==> src/rtl/instr_prefetch_buffer.sv <==
// Instruction prefetch buffer. It issues sequential word fetches to a
// variable-latency memory port and queues the returned words in order.
// Each word is presented with its pc and pc+4 through a valid/ready handshake.
// A redirect flushes the queue and discards every response still in flight.
// Optional macro IPB_BYPASS_EN adds a same-cycle path from response to output
// while the queue is empty and no responses are being discarded.
module instr_prefetch_buffer #(
  parameter int unsigned DEPTH           = 4,
  parameter int unsigned MAX_OUTSTANDING = 2,
  parameter logic [31:0] RESET_PC        = 32'h0000_0000
) (
  input  logic        clk,
  input  logic        reset,
  output logic        mem_req_valid,
  input  logic        mem_req_ready,
  output logic [31:0] mem_req_addr,
  input  logic        mem_rsp_valid,
  input  logic [31:0] mem_rsp_data,
  input  logic        redirect_valid,
  input  logic [31:0] redirect_pc,
  output logic        out_valid,
  input  logic        out_ready,
  output logic [31:0] out_instr,
  output logic [31:0] out_pc,
  output logic [31:0] out_pc_plus_4
);

  localparam int unsigned AW = $clog2(DEPTH);
  localparam int unsigned CW = AW + 1;
  localparam int unsigned OW = $clog2(MAX_OUTSTANDING) + 1;

  logic [31:0]   fetch_pc;
  logic [31:0]   rsp_pc;
  logic [OW-1:0] outstanding;
  logic [OW-1:0] outstanding_nxt;
  logic [OW-1:0] drop;
  logic [CW-1:0] fifo_count;
  logic [AW-1:0] rd_ptr;
  logic [AW-1:0] wr_ptr;
  logic [31:0]   fifo_instr [DEPTH];
  logic [31:0]   fifo_pc    [DEPTH];

  logic fifo_empty;
  logic issue;
  logic rsp_accept;
  logic rsp_keep;
  logic rsp_drop;
  logic bypass;
  logic bypass_take;
  logic push;
  logic pop;

  assign fifo_empty = (fifo_count == '0);

  // A response while nothing is outstanding is a protocol error and is ignored.
  assign rsp_accept = mem_rsp_valid && (outstanding != '0);
  assign rsp_drop   = rsp_accept && (drop != '0);
  assign rsp_keep   = rsp_accept && (drop == '0);

  // Credit check counts in-flight requests against free slots, so a returning
  // word always has somewhere to land.
  assign mem_req_valid = reset && !redirect_valid
                      && ((32'(outstanding) + 32'(fifo_count)) < DEPTH)
                      && (32'(outstanding) < MAX_OUTSTANDING);
  assign mem_req_addr  = fetch_pc;
  assign issue         = mem_req_valid && mem_req_ready;

`ifdef IPB_BYPASS_EN
  assign bypass      = fifo_empty && rsp_keep;
  assign bypass_take = bypass && out_ready;
`else
  assign bypass      = 1'b0;
  assign bypass_take = 1'b0;
`endif

  assign out_valid = reset && (!fifo_empty || bypass);
  assign pop       = !fifo_empty && out_ready;
  assign push      = rsp_keep && !bypass_take;

  // Output mux: FIFO head, else the bypassed response, else zeros.
  always_comb begin
    out_instr     = '0;
    out_pc        = '0;
    out_pc_plus_4 = '0;
    if (!fifo_empty) begin
      out_instr     = fifo_instr[rd_ptr];
      out_pc        = fifo_pc[rd_ptr];
      out_pc_plus_4 = fifo_pc[rd_ptr] + 32'd4;
    end else if (bypass) begin
      out_instr     = mem_rsp_data;
      out_pc        = rsp_pc;
      out_pc_plus_4 = rsp_pc + 32'd4;
    end
  end

  // In-flight count after this cycle's issue and response.
  always_comb begin
    outstanding_nxt = outstanding;
    if (issue && !rsp_accept) begin
      outstanding_nxt = outstanding + OW'(1);
    end else if (!issue && rsp_accept) begin
      outstanding_nxt = outstanding - OW'(1);
    end
  end

  // Control state: fetch/response pcs, credit counters and FIFO pointers.
  always_ff @(posedge clk or negedge reset) begin
    if (!reset) begin
      fetch_pc    <= RESET_PC & ~32'h3;
      rsp_pc      <= RESET_PC & ~32'h3;
      outstanding <= '0;
      drop        <= '0;
      fifo_count  <= '0;
      rd_ptr      <= '0;
      wr_ptr      <= '0;
    end else begin
      outstanding <= outstanding_nxt;
      if (redirect_valid) begin
        // Everything still in flight belongs to the old stream.
        fetch_pc   <= {redirect_pc[31:2], 2'b00};
        rsp_pc     <= {redirect_pc[31:2], 2'b00};
        drop       <= outstanding_nxt;
        fifo_count <= '0;
        rd_ptr     <= '0;
        wr_ptr     <= '0;
      end else begin
        if (issue)    fetch_pc <= fetch_pc + 32'd4;
        if (rsp_keep) rsp_pc   <= rsp_pc + 32'd4;
        if (rsp_drop) drop     <= drop - OW'(1);
        if (push)     wr_ptr   <= wr_ptr + AW'(1);
        if (pop)      rd_ptr   <= rd_ptr + AW'(1);
        if (push && !pop) begin
          fifo_count <= fifo_count + CW'(1);
        end else if (!push && pop) begin
          fifo_count <= fifo_count - CW'(1);
        end
      end
    end
  end

  // FIFO storage; a write landing during a redirect is discarded by the pointer reset.
  always_ff @(posedge clk) begin
    if (push) begin
      fifo_instr[wr_ptr] <= mem_rsp_data;
      fifo_pc[wr_ptr]    <= rsp_pc;
    end
  end

endmodule

==> config.mk <==
export PLATFORM = sky130hd
export DESIGN_NAME = instr_prefetch_buffer
export DESIGN_NICKNAME = d
export VERILOG_FILES = /design/src/rtl/instr_prefetch_buffer.sv
export SDC_FILE = /design/constraint.sdc
export NUM_CORES = 1
export LEC_CHECK = 0
export ABC_AREA = 1
export BUFFER_PORTS_ARGS = -buffer_cell sky130_fd_sc_hd__buf_2
export CAP_MARGIN = 20
export CORE_MARGIN = 1
export CORE_UTILIZATION = 30
export DETAILED_ROUTE_END_ITERATION = 6
export PLACE_DENSITY = 0.52
export SYNTH_ARGS = -nofsm -noshare
export SYNTH_HDL_FRONTEND = slang
export SYNTH_SLANG_ARGS = --single-unit
==> constraint.sdc <==
create_clock -name clk -period 6.25 [get_ports clk]
set_input_delay 0.625 -clock clk [delete_from_list [all_inputs] [get_ports clk]]
set_output_delay 0.625 -clock clk [all_outputs]
set_load 0.01 [all_outputs]
==> results of run 1 <==
## metrics by stage
step	setup slack (ns)	hold WS [ns]	area (um2)	power, W	utilization
final	1.26	0.0351	18600	0.00718	0.359
after global routing	0.833	0.0377	18600	0.00763	0.359
after CTS	1.16	0.0192	18600	0.00728	0.359
after detailed placement	1.76	0.574	17500	0.00517	0.337
after global placement	1.77	0.565	17500	0.00513	0.337
after floorplan	1.90	0.329	15900	0.00420	-
## final timing paths
kind / startpoint / end / slack [ns] / cells past startpoint
worst max-delay path: rd_ptr[0]$_DFFE_PN0P_ / out_pc_plus_4[15] / 1.26 / 13
worst min-delay path: reset / mem_req_addr[7]$_DFFE_PN0P_ / 0.04 / 1
worst max register to register: outstanding[1]$_DFF_PN0_ / mem_req_addr[13]$_DFFE_PN0P_ / 3.21 / 10
worst min register to register: drop[0]$_DFFE_PN0P_ / drop[0]$_DFFE_PN0P_ / 0.61 / 2
max in group asynchronous: reset / rd_ptr[0]$_DFFE_PN0P_ / 5.21 / 2
min in group clk: mem_rsp_data[13] / fifo_instr[0][13]$_DFFE_PP_ / 0.29 / 1
## sequential cells by signal (all words and copies together) (netlist names)
signal	flops
fifo_pc	120
outstanding	2
rd_ptr	2
drop	2
wr_ptr	2
fifo_count	3
rsp_pc	30
mem_req_addr	30
fifo_instr	128
## power by group through the flow
stage	Clock, W	Sequential, W	Combinational [W]
2_1_floorplan	0	0.00271	0.00148
3_3_place_gp	0	0.00278	0.00235
3_5_place_dp	0	0.00279	0.00238
4_1_cts	0.00214	0.00275	0.00239
5_1_grt	0.00221	0.00278	0.00264
6_report	0.00207	0.00275	0.00236
## cells in the final DEF (no fill, tap or decap), drive strengths merged, types with 9 or more instances in the layout
cell type,count
nand2,540
o211ai,22
nor2,315
clkbuf,48
xnor2,9
o21ai,105
ha,10
inv,136
clkinv,13
dfrtp,71
buf,205
xor2,29
nor3,19
edfxtp,248
nand3,122
nand4,31
a21oi,52
## cell usage after synthesis, drive strengths merged
library cell	n
or2	2
conb	1
ha	10
and3	2
dfrtp	71
clkbuf	22
o211ai	22
nand2	540
o21ai	105
a32oi	1
o21bai	2
edfxtp	248
a31o	3
xnor2	9
o221ai	6
and2	1
nor4	4
inv	136
o22ai	1
nor2	315
o311ai	1
nor3	19
nand4	31
a31oi	3
nand3	122
a21oi	52
xor2	29
fa	1
buf	54
## logic make-up (layout without fill, tap and decap cells)
kind of cell / after synthesis / count (layout) / synth area share
compound gates: 196 / 196 / 0.0685
xor+xnor: 38 / 38 / 0.0210
fa+ha+maj: 11 / 11 / 0.00915
buf+inv: 212 / 406 / 0.0558
flops: 319 / 319 / 0.581
other cells: 1 / 9 / 0.000236
simple gates: 1036 / 1036 / 0.264
## area by class of cell
class / count / area (um2) / share of cell area
Antenna cell: 3 / 7.51 / 0.000403
Clock buffer: 48 / 997 / 0.0535
Clock inverter: 17 / 158 / 0.00847
Inverter: 136 / 512 / 0.0275
Multi-Input combinational cell: 1287 / 5810 / 0.312
Sequential cell: 319 / 9230 / 0.496
Tap cell: 680 / 851 / 0.0457
Timing Repair Buffer: 205 / 1060 / 0.0571
## layer usage
| metal | track usage | vias to the layer above | part of all wire |
|---|---|---|---|
| met5 | 0 | - | 0 |
| met4 | 0.0528 | 0 | 0.024 |
| met3 | 0.0257 | 71 | 0.049 |
| met2 | 0.281 | 355 | 0.46 |
| met1 | 0.243 | 6257 | 0.47 |
| li1 | - | 6361 | - |
==> impl_results.md, run 1 <==
* Flip-flop and latch count after synthesis at 319
* Clock H-tree levels at 2
* Kind of critical path: register to primary output
* Highest Clock Rate at 200 MHz
* Power share of the clock group at 0.288
* Critical path's slowest cell: sky130_fd_sc_hd__buf_4
* Critical Path RT at 5.62 ns
* Pleak at 7.77 nW
* Placer congestion estimate at 0.881
* Number of standard cells in the final layout excluding fillers at 2695
* Die Area at 53800 um2
* Max Clock Skew at 0.0233 ns
* Via count of the first global-routing pass at 12453
* Comb power frac at 0.328
* Chip Height at 232 um
* Reported max-cap violation count at 0
* Final Cycle Share at 0.798
* Average via count per standard cell at 4.84
* Clock insertion delay at the later pin of the skew report at 0.55 ns
* Max clock buf depth at 3
* Largest area contributor in the netlist: sky130_fd_sc_hd__edfxtp_1
* Layout overhead on the synthesized area at 17.4%
* Maximum fanout along the worst path at 77
* Number of instances resized during post-cts repair at 0
* Placed cells at 2627
* Clock tree from TritonCTS: yes
* Number of DRC markers after the initial detailed-route iteration at 928
* Initial core utilization at 0.306
* Largest net degree at the start of global routing at 84
* Data arrival time of the critical path at 4.36 ns
* Synth Area per Inst at 8.75 um2
* Post-CTS setup repair buffer count at 0
* RSZ-0062 raised after global routing: false
* Wire length of the first global-routing pass at 72200 um
* Minimum clock period at 4.99 ns
* CTS buffer count at 37
* Hold buffer count at cts at 0
* Number of buffer cells added on primary ports at 191
* CP bufs+invs at 3
* Nets@finish at 2067
* Synth cell types at 36
* Top cells by area, synth: sky130_fd_sc_hd__edfxtp_1 47%, sky130_fd_sc_hd__nand2_1 13%, sky130_fd_sc_hd__dfrtp_1 11%
* Part of the Yosys area used for sequential elements at 0.581
* Die width at 232 um
* Most prevalent standard cell on the critical path: sky130_fd_sc_hd__nand2_1
* Boundary Pins at 200
* Run status: complete, no violations
* Final-layout fill cell count at 5292
* First drt pass iteration count at 5
* Wire length per cell after detailed routing at 17.6 um
* Number of nets with antenna violations after detailed routing at 0
* Synth warn at 0
* Clock Sinks at 319
* Kind of end point of the critical path: primary output
* Share of total power in sequential cells at 0.383
* Global Route Usage Sum at 0.175
* Clock slew at reported path FFs at 0.06 ns
* Delay of the slowest cell on the worst path at 0.74 ns
* Core outline area at 51800 um2
* Power spent charging and discharging nets at 0.00271 W
* TNS Setup at 0 ns
* Power per cell area at 386 nW/um2
* Initial antenna violation count at 3
* Root buffer selected by CTS: sky130_fd_sc_hd__clkbuf_16
* Final Hold Fails at 0
* Syn Std Cell Area at 15900 um2
* Total number of placement rows at 83
* Top Family by Delay on Critical Path: buffers and inverters
* Classification of the worst-slack hold path: primary input to asynchronous set/reset pin
* Startpoint kind of the worst setup timing path: register
* Worst relative slew slack at 0.289
* Worst-path cell chain: clkinv_2, buf_4, nand2_1, nand2_1, nand2_1, nand2_1, nand2_1, nor2_1, nand2_1, nor2_1, nor2_1, nor3_1, buf_2
* Post-Synthesis Cells at 1813
* Overflow after GRT at 0
* Routed via count at 13044
* Portion of synthesized cell area occupied by the leading cell type at 0.469
* Proportion of layout cells with a drive suffix above 1 at 0.140
* Cell internal power dissipation at 0.00447 W
* Switch share at 0.378
* Slew at the pin closest to its max-slew limit at 1.07 ns
* Final Max Slew Viols at 0
* Post-detailed-placement half-perimeter wirelength at 31600 um
* Worst vdd rail ir drop at 0.193 mV
* Number of endpoints failing setup at the final stage at 0
* Final wirelength at 47500 um
* DRC violations left at 0
Note: power is estimated with default switching activity, not from simulation.
==> inputs of run 2 (changes only) <==
clock period = 5 ns   (was 6.25 ns; I/O delays follow)
==> run 2 against run 1 <==
Wire length down 2.0%. First-iteration DRC count up 6.1%. Clock power up 26%. Cell count up 0.26%.
==> impl_results.md, run 2 (synthesized netlist as in run 1, its figures left out) <==
* Run status: complete, no violations
* Total number of placement rows at 83 (unchanged)
* Maximum fanout along the worst path at 25 (-68%)
* Diodes inserted at 0 (-3)
* Reported max-cap violation count at 0 (unchanged)
* Post-CTS setup repair buffer count at 0 (unchanged)
* Final Cycle Share at 0.787
* DRC violations left at 0 (unchanged)
* First drt pass iteration count at 5 (unchanged)
* RSZ-0062 raised after global routing: false
* Utilization after layout at 0.361 (+0.00169)
* Number of DRC markers after the initial detailed-route iteration at 985 (+6.1%)
* Clock Sinks at 319 (unchanged)
* Via count of the first global-routing pass at 12142 (-2.5%)
* Wire length per cell after detailed routing at 17.2 um (-2.3%)
* Final wirelength at 46600 um (-2.0%)
* Highest Clock Rate at 254 MHz
* Max reg flops at 128 (unchanged)
* Nets@finish at 2077 (+0.48%)
* Clock slew at reported path FFs at 0.05 ns (about the same)
* Register name with the most flops: fifo_instr
* Hold buffer count at cts at 0 (unchanged)
* Initial core utilization at 0.306 (unchanged)
* Worst vdd rail ir drop at 0.186 mV (-3.3%)
* Data arrival time of the critical path at 3.43 ns (-0.93 ns)
* Post-detailed-placement half-perimeter wirelength at 31600 um (about the same)
* Clock H-tree levels at 2 (unchanged)
* Boundary Pins at 200 (unchanged)
* Core outline area at 51800 um2 (unchanged)
* Global Route Usage Sum at 0.171 (-0.00362)
* Max Clock Skew at 0.0184 ns (-0.00488 ns)
* Slew at the pin closest to its max-slew limit at 1.07 ns (-0.00150 ns)
* Clock tree from TritonCTS: yes
* Largest regs: fifo_instr (128), fifo_pc (120)
* Kind of critical path: register to primary output
* Number of instances resized during post-cts repair at 0 (unchanged)
* Wire length of the first global-routing pass at 70300 um (-2.7%)
* Chip Height at 232 um (unchanged)
* Commonest non-fill, non-tap cell in the layout: sky130_fd_sc_hd__nand2_1
* TNS Setup at 0 ns (unchanged)
* Clock insertion delay at the later pin of the skew report at 0.54 ns (about the same)
* Leading cell types in the layout, fill and taps excluded: 538 x sky130_fd_sc_hd__nand2_1, 304 x sky130_fd_sc_hd__nor2_1, 248 x sky130_fd_sc_hd__edfxtp_1, 190 x sky130_fd_sc_hd__buf_2, 130 x sky130_fd_sc_hd__inv_1
* Path depth of the worst reg2reg path at 9 (-1)
* Layout overhead on the synthesized area at 17.9%
* Largest net degree at the start of global routing at 66 (-21%)
* Die width at 232 um (unchanged)
* Final Max Slew Viols at 0 (unchanged)
* Startpoint kind of the worst setup timing path: register
* Number of endpoints failing setup at the final stage at 0 (unchanged)
* Die Area at 53800 um2 (unchanged)
* Final-layout worst hold slack at 0.0421 ns (+0.00694 ns)
* CTS buffer count at 38 (+2.7%)
* Routed via count at 12950 (-0.72%)
* Initial antenna violation count at 0 (-3)
* Average via count per standard cell at 4.79 (-0.98%)
* Minimum clock period at 3.93 ns
* Pleak at 7.83 nW (+0.82%)
* Root buffer selected by CTS: sky130_fd_sc_hd__clkbuf_16
* Worst relative slew slack at 0.290 (+0.00100)
* Classification of the worst-slack hold path: primary input to asynchronous set/reset pin
* Final Hold Fails at 0 (unchanged)
* Overflow after GRT at 0 (unchanged)
* Placer congestion estimate at 0.939 (+6.6%)
* Proportion of layout cells with a drive suffix above 1 at 0.144 (+0.00425)
* Number of buffer cells added on primary ports at 191 (unchanged)
* Kind of end point of the critical path: primary output
* Critical Path RT at 4.50 ns (-1.12 ns)
* Power per cell area at 481 nW/um2 (+25%)
* Number of nets with antenna violations after detailed routing at 0 (unchanged)
* Max clock buf depth at 3 (unchanged)
## run 2: cell types whose count changed in the layout (fill, tap and decap cells not counted)
cell	before	now
sky130_fd_sc_hd__buf_4	15	23
sky130_fd_sc_hd__buf_12	0	1
sky130_fd_sc_hd__diode_2	3	0
sky130_fd_sc_hd__clkbuf_16	37	39
sky130_fd_sc_hd__clkinv_4	0	1
sky130_fd_sc_hd__clkinv_2	4	6
sky130_fd_sc_hd__clkinv_8	2	0
sky130_fd_sc_hd__clkinvlp_4	2	1
sky130_fd_sc_hd__clkbuf_8	3	2
## run 2: report_power, final
| group | internal [W] | switching (W) |
|---|---|---|
| Sequential | 0.00317 | 0.000244 |
| Clock | 0.00156 | 0.00104 |
| Combinational | 0.000933 | 0.00206 |
| Total | 0.00565 | 0.00335 |
## run 2: layout make-up
class                           count  area, um2
Clock buffer                       49       1030
Clock inverter                     17        136
Fill cell                        5291      33100
Inverter                          136        512
Multi-Input combinational cell   1287       5810
Sequential cell                   319       9230
Tap cell                          680        851
Timing Repair Buffer              214       1140
## run 2: final timing paths
path | from | to | slack, ns
worst min-delay path | reset | mem_req_addr[7]$_DFFE_PN0P_ | 0.04
worst max-delay path | rd_ptr[0]$_DFFE_PN0P_ | out_pc_plus_4[18] | 1.07
max in group asynchronous | reset | rd_ptr[0]$_DFFE_PN0P_ | 3.99
worst max register to register | outstanding[1]$_DFF_PN0_ | mem_req_addr[13]$_DFFE_PN0P_ | 1.68
min in group clk | mem_rsp_data[17] | fifo_instr[2][17]$_DFFE_PP_ | 0.18
worst min register to register | rsp_pc[3]$_DFFE_PN0N_ | fifo_pc[1][3]$_DFFE_PP_ | 0.58
## run 2: through the flow
stage / total power [W] / cell area (um2) / cells / setup WS, ns
5_1_grt: 0.00956 / 18700 / 2702 / 0.712
4_1_cts: 0.00913 / 18700 / 2702 / 0.956
3_5_place_dp: 0.00649 / 17500 / 2636 / 1.56
6_report: 0.00900 / 18700 / 2702 / 1.07
2_1_floorplan: 0.00525 / 15900 / 1818 / 0.708
3_3_place_gp: 0.00644 / 17500 / 2636 / 1.56
## run 2: critical path, stage by stage (launching register included)
cell,delay [ns]
sky130_fd_sc_hd__dfrtp_4,0.52
sky130_fd_sc_hd__clkinv_2,0.29
sky130_fd_sc_hd__nor2_1,0.07
sky130_fd_sc_hd__nor2_1,0.09
sky130_fd_sc_hd__o21ai_1,0.06
sky130_fd_sc_hd__nand2_1,0.31
sky130_fd_sc_hd__ha_1,0.36
sky130_fd_sc_hd__inv_1,0.12
sky130_fd_sc_hd__nor2_2,0.21
sky130_fd_sc_hd__nand2_1,0.16
sky130_fd_sc_hd__nor2_2,0.25
sky130_fd_sc_hd__nand2_1,0.10
sky130_fd_sc_hd__xor2_1,0.14
sky130_fd_sc_hd__nor2_1,0.08
sky130_fd_sc_hd__buf_2,0.13
## run 2: metal layers
metal	wire length, um	global-route usage	part of all wire
met1	21800	0.240	0.47
met5	0	0	0
met4	1250	0.0580	0.027
met3	2530	0.0275	0.054
met2	21000	0.268	0.45
==> inputs of run 3 (changes only) <==
ABC_AREA = 0   (was 1)
PLACE_DENSITY = 0.54   (was 0.52)
clock period = 3.19 ns   (was 5 ns; I/O delays follow)
==> run 3 against run 2 <==
The flow now finishes with violations (setup timing). Sequential share of layout area up 0.99 points. Register-to-register slack worse by 1.0 ns. Sequential power is 51% higher. Clock-buffer cell count unchanged. Core utilization grew 3.3 points. Hold slack worse by 0.0079 ns. Largest power group unchanged.
==> impl_results.md, run 3 <==
* Maximum fanout along the worst path at 7 (-72%)
* Initial antenna violation count at 2 (+2)
* Start of the worst register-to-register path: fifo_count[1]$_DFFE_PN0P_
* Syn Std Cell Area at 14200 um2 (-11%)
* Die width at 219 um (-5.5%)
* Boundary Pins at 200 (unchanged)
* Largest net degree at the start of global routing at 53 (-20%)
* Critical Path RT at 2.87 ns (-1.63 ns)
* Via count of the first global-routing pass at 9337 (-23%)
* Fraction of synthesis flops using an asynchronous set or reset pin at 0.223 (unchanged)
* Synth Area per Inst at 14.9 um2 (+70%)
* Layout overhead on the synthesized area at 29.6%
* Run status: finished, violations left
* Path depth of the worst reg2reg path at 7 (-2)
* Root buffer selected by CTS: sky130_fd_sc_hd__clkbuf_16
* Synth warn at 0 (unchanged)
* Flip-flop and latch count after synthesis at 319 (unchanged)
* Pleak at 6.84 nW (-13%)
* Top cells by area, synth: sky130_fd_sc_hd__edfxtp_1 53%, sky130_fd_sc_hd__dfrtp_1 13%, sky130_fd_sc_hd__mux4_2 8.9%
* Final Max Slew Viols at 0 (unchanged)
* Diodes inserted at 0 (unchanged)
* Multiplexer area fraction after synthesis at 0.114 (+0.114)
* Worst relative slew slack at 0.404 (+0.115)
* Clock tree from TritonCTS: yes
* Nets@finish at 1346 (-35%)
* Last element of the critical path: out_pc_plus_4[29]
* Area after detailed placement at 16100 um2 (-8.3%)
* Routed via count at 9164 (-29%)
* Post-detailed-placement half-perimeter wirelength at 23700 um (-25%)
* Synth cell types at 58 (+61%)
* Number of nets with antenna violations after detailed routing at 0 (unchanged)
* Final wirelength at 36100 um (-23%)
* Final-layout fill cell count at 4374 (-17%)
* Final-layout worst hold slack at 0.0342 ns (-0.00788 ns)
* Die Area at 48100 um2 (-11%)
* Placer congestion estimate at 0.816 (-13%)
* Adder-cell area share of the yosys netlist at 0.0103 (+0.00111)
* Final Cycle Share at 1.04
* Minimum clock period at 3.31 ns
* Violations in the final reports: setup timing
* RSZ-0062 raised after global routing: true
* Global Route Usage Sum at 0.151 (-0.0209)
* Utilization after layout at 0.394 (+0.0329)
* Commonest cells post-synth: 248 x sky130_fd_sc_hd__edfxtp_1, 72 x sky130_fd_sc_hd__and2_1, 71 x sky130_fd_sc_hd__dfrtp_1, 65 x sky130_fd_sc_hd__nor2_1, 62 x sky130_fd_sc_hd__nand2_1
* Average via count per standard cell at 4.82 (+0.58%)
* DRC violations left at 0 (unchanged)
* First drt pass iteration count at 5 (unchanged)
* Main combinational cell family by area after synthesis: simple AND/OR/NAND/NOR gates
* Portion of synthesized cell area occupied by the leading cell type at 0.526 (+0.0568)
* Largest regs: fifo_instr (128), fifo_pc (120)
* Number of buffer cells added on primary ports at 191 (unchanged)
* Delay of the slowest cell on the worst path at 0.54 ns (+0.02 ns)
* Wire length of the first global-routing pass at 54700 um (-22%)
* Max clock buf depth at 3 (unchanged)
* Classification of the worst-slack hold path: primary input to register
* Kind of end point of the critical path: primary output
* Clock H-tree levels at 2 (unchanged)
* Wire length per cell after detailed routing at 19.0 um (+10%)
* Power per cell area at 772 nW/um2 (+61%)
* Number of DRC markers after the initial detailed-route iteration at 535 (-46%)
* Final Instance Area at 18300 um2 (-2.0%)
* Top flip-flop cell by instance count after synthesis: sky130_fd_sc_hd__edfxtp_1
* Placement Setup Slack at 0.0978 ns (-1.46 ns)
* Leading cell types in the layout, fill and taps excluded: 248 x sky130_fd_sc_hd__edfxtp_1, 186 x sky130_fd_sc_hd__buf_2, 69 x sky130_fd_sc_hd__dfrtp_1, 68 x sky130_fd_sc_hd__buf_4, 67 x sky130_fd_sc_hd__and2_1
* Worst-path cell chain: buf_12, buf_16, mux4_2, nand3_2, or2_4, nor3_4, nand3_2, mux2_4, buf_6
* Initial core utilization at 0.304 (-0.00217)
* CTS buffer count at 37 (-2.6%)
* Cell with the most instances after synthesis: sky130_fd_sc_hd__edfxtp_1
* Data arrival time of the critical path at 2.99 ns (-0.44 ns)
* Kind of critical path: register to primary output
* Post-synthesis simple-gate area fraction at 0.120 (-0.144)
* Flip-flop and latch area at 9230 um2 (unchanged)
* Critical path's slowest cell: sky130_fd_sc_hd__dfrtp_4
* Total number of placement rows at 79 (-4.8%)
* Highest Clock Rate at 302 MHz
* R2r setup slk at 0.66 ns (-1.02 ns)
* Commonest non-fill, non-tap cell in the layout: sky130_fd_sc_hd__edfxtp_1
* Startpoint kind of the worst setup timing path: register
* Area taken by multi-input logic gates at 4790 um2 (-17%)
* Max reg flops at 128 (unchanged)
* Number of synthesized flops with an enable pin at 248 (unchanged)
* Number of endpoints failing setup at the final stage at 13 (+13)
* TNS Setup at -0.832 ns (-0.832 ns)
* Max Clock Skew at 0.0131 ns (-0.00531 ns)
* Final Hold Fails at 0 (unchanged)
* Worst R2R End: mem_req_addr[21]$_DFFE_PN0P_
* Clock Sinks at 319 (unchanged)
* Xor/xnor share of the synthesized area at 0.0408 (+0.0199)
* Chip Height at 219 um (-5.5%)
* Post-Synthesis Cells at 949 (-48%)
* Worst vdd rail ir drop at 0.494 mV (+170%)
* Compound-gate portion of the synthesized area at 0.0394 (-0.0291)
* Overflow after GRT at 0 (unchanged)
* Critical Path Source: rd_ptr[0]$_DFFE_PN0P_
* Reported max-cap violation count at 0 (unchanged)
* Most prevalent standard cell on the critical path: sky130_fd_sc_hd__nand3_2
* Post-route setup slack at -0.123 ns (-1.19 ns)
* Core outline area at 46600 um2 (-10%)
* Register name with the most flops: fifo_instr
* Proportion of layout cells with a drive suffix above 1 at 0.357 (+0.213)
* Largest area contributor in the netlist: sky130_fd_sc_hd__edfxtp_1
* Part of the Yosys area used for sequential elements at 0.652 (+0.0704)
* Clock slew at reported path FFs at 0.06 ns (about the same)
* Clock insertion delay at the later pin of the skew report at 0.54 ns (about the same)
* Slew at the pin closest to its max-slew limit at 0.888 ns (-0.177 ns)
[run 3: changes by cell type after synthesis, sizes merged, moves of 60 or more]
cell   change
nor2     -250
nand3     -86
inv      -114
mux4      +62
nand2    -478
o21ai     -60
and2      +71
[run 3: cell type report]
cell class	instances	area share
Inverter	22	0.00450
Clock inverter	19	0.00839
Timing Repair Buffer	318	0.124
Sequential cell	319	0.503
Clock buffer	49	0.0569
Multi-Input combinational cell	567	0.261
Tap cell	607	0.0414
[run 3: worst max-delay path: cells and delay by family (launching register included)]
kind / cells / cell delay, ns
AND/OR/NAND/NOR: 4 / 0.75
buffers and inverters: 3 / 0.45
flip-flops: 1 / 0.54
multiplexers: 2 / 0.71
[run 3: timing repair]
item	in CTS	in global routing
hold buffers	32	0
setup buffers	39	17
resized for setup	45	28
endpoints found under the hold margin	156	0
pin swaps	18	17
endpoints found under the setup margin	24	19
[run 3: kinds of logic after synthesis]
| logic type | after synthesis |
|---|---|
| other cells | 1 |
| flops | 319 |
| simple gates | 312 |
| buf+inv | 68 |
| fa+ha+maj | 11 |
| compound gates | 94 |
| xor+xnor | 66 |
| mux | 78 |
[run 3: routing by layer]
layer  share of wire  track usage  up-vias
met3           0.048       0.0277       48
met2            0.47        0.241      257
met4           0.019       0.0447        2
met1            0.47        0.208     4647
met5         0.00036            0        -
li1                -            -     4210
[run 3: worst min-delay path by stage]
stage / depth (start not counted) / start / slack, ns / endpoint
CTS: 1 / mem_rsp_data[0] / 0.01 / fifo_instr[3][0]$_DFFE_PP_
global placement: 2 / reset / 0.46 / mem_req_addr[10]$_DFFE_PN0P_
global route: 1 / mem_rsp_data[0] / 0.02 / fifo_instr[3][0]$_DFFE_PP_
finish: 1 / mem_rsp_data[0] / 0.03 / fifo_instr[3][0]$_DFFE_PP_
detailed placement: 2 / reset / 0.45 / mem_req_addr[9]$_DFFE_PN0P_
floorplan: 0 / reset / 0.02 / drop[0]$_DFFE_PN0P_
[run 3: stage by stage]
step | power [W] | std cells
finish | 0.0142 | 1901
global route | 0.0149 | 1901
CTS | 0.0142 | 1884
detailed placement | 0.00956 | 1745
global placement | 0.00952 | 1744
floorplan | 0.00785 | 954
[run 3: power breakdown]
group / internal (W) / total, W / switching [W]
sequential: 0.00486 / 0.00514 / 0.000277
combinational: 0.00233 / 0.00490 / 0.00257
clock: 0.00247 / 0.00413 / 0.00166
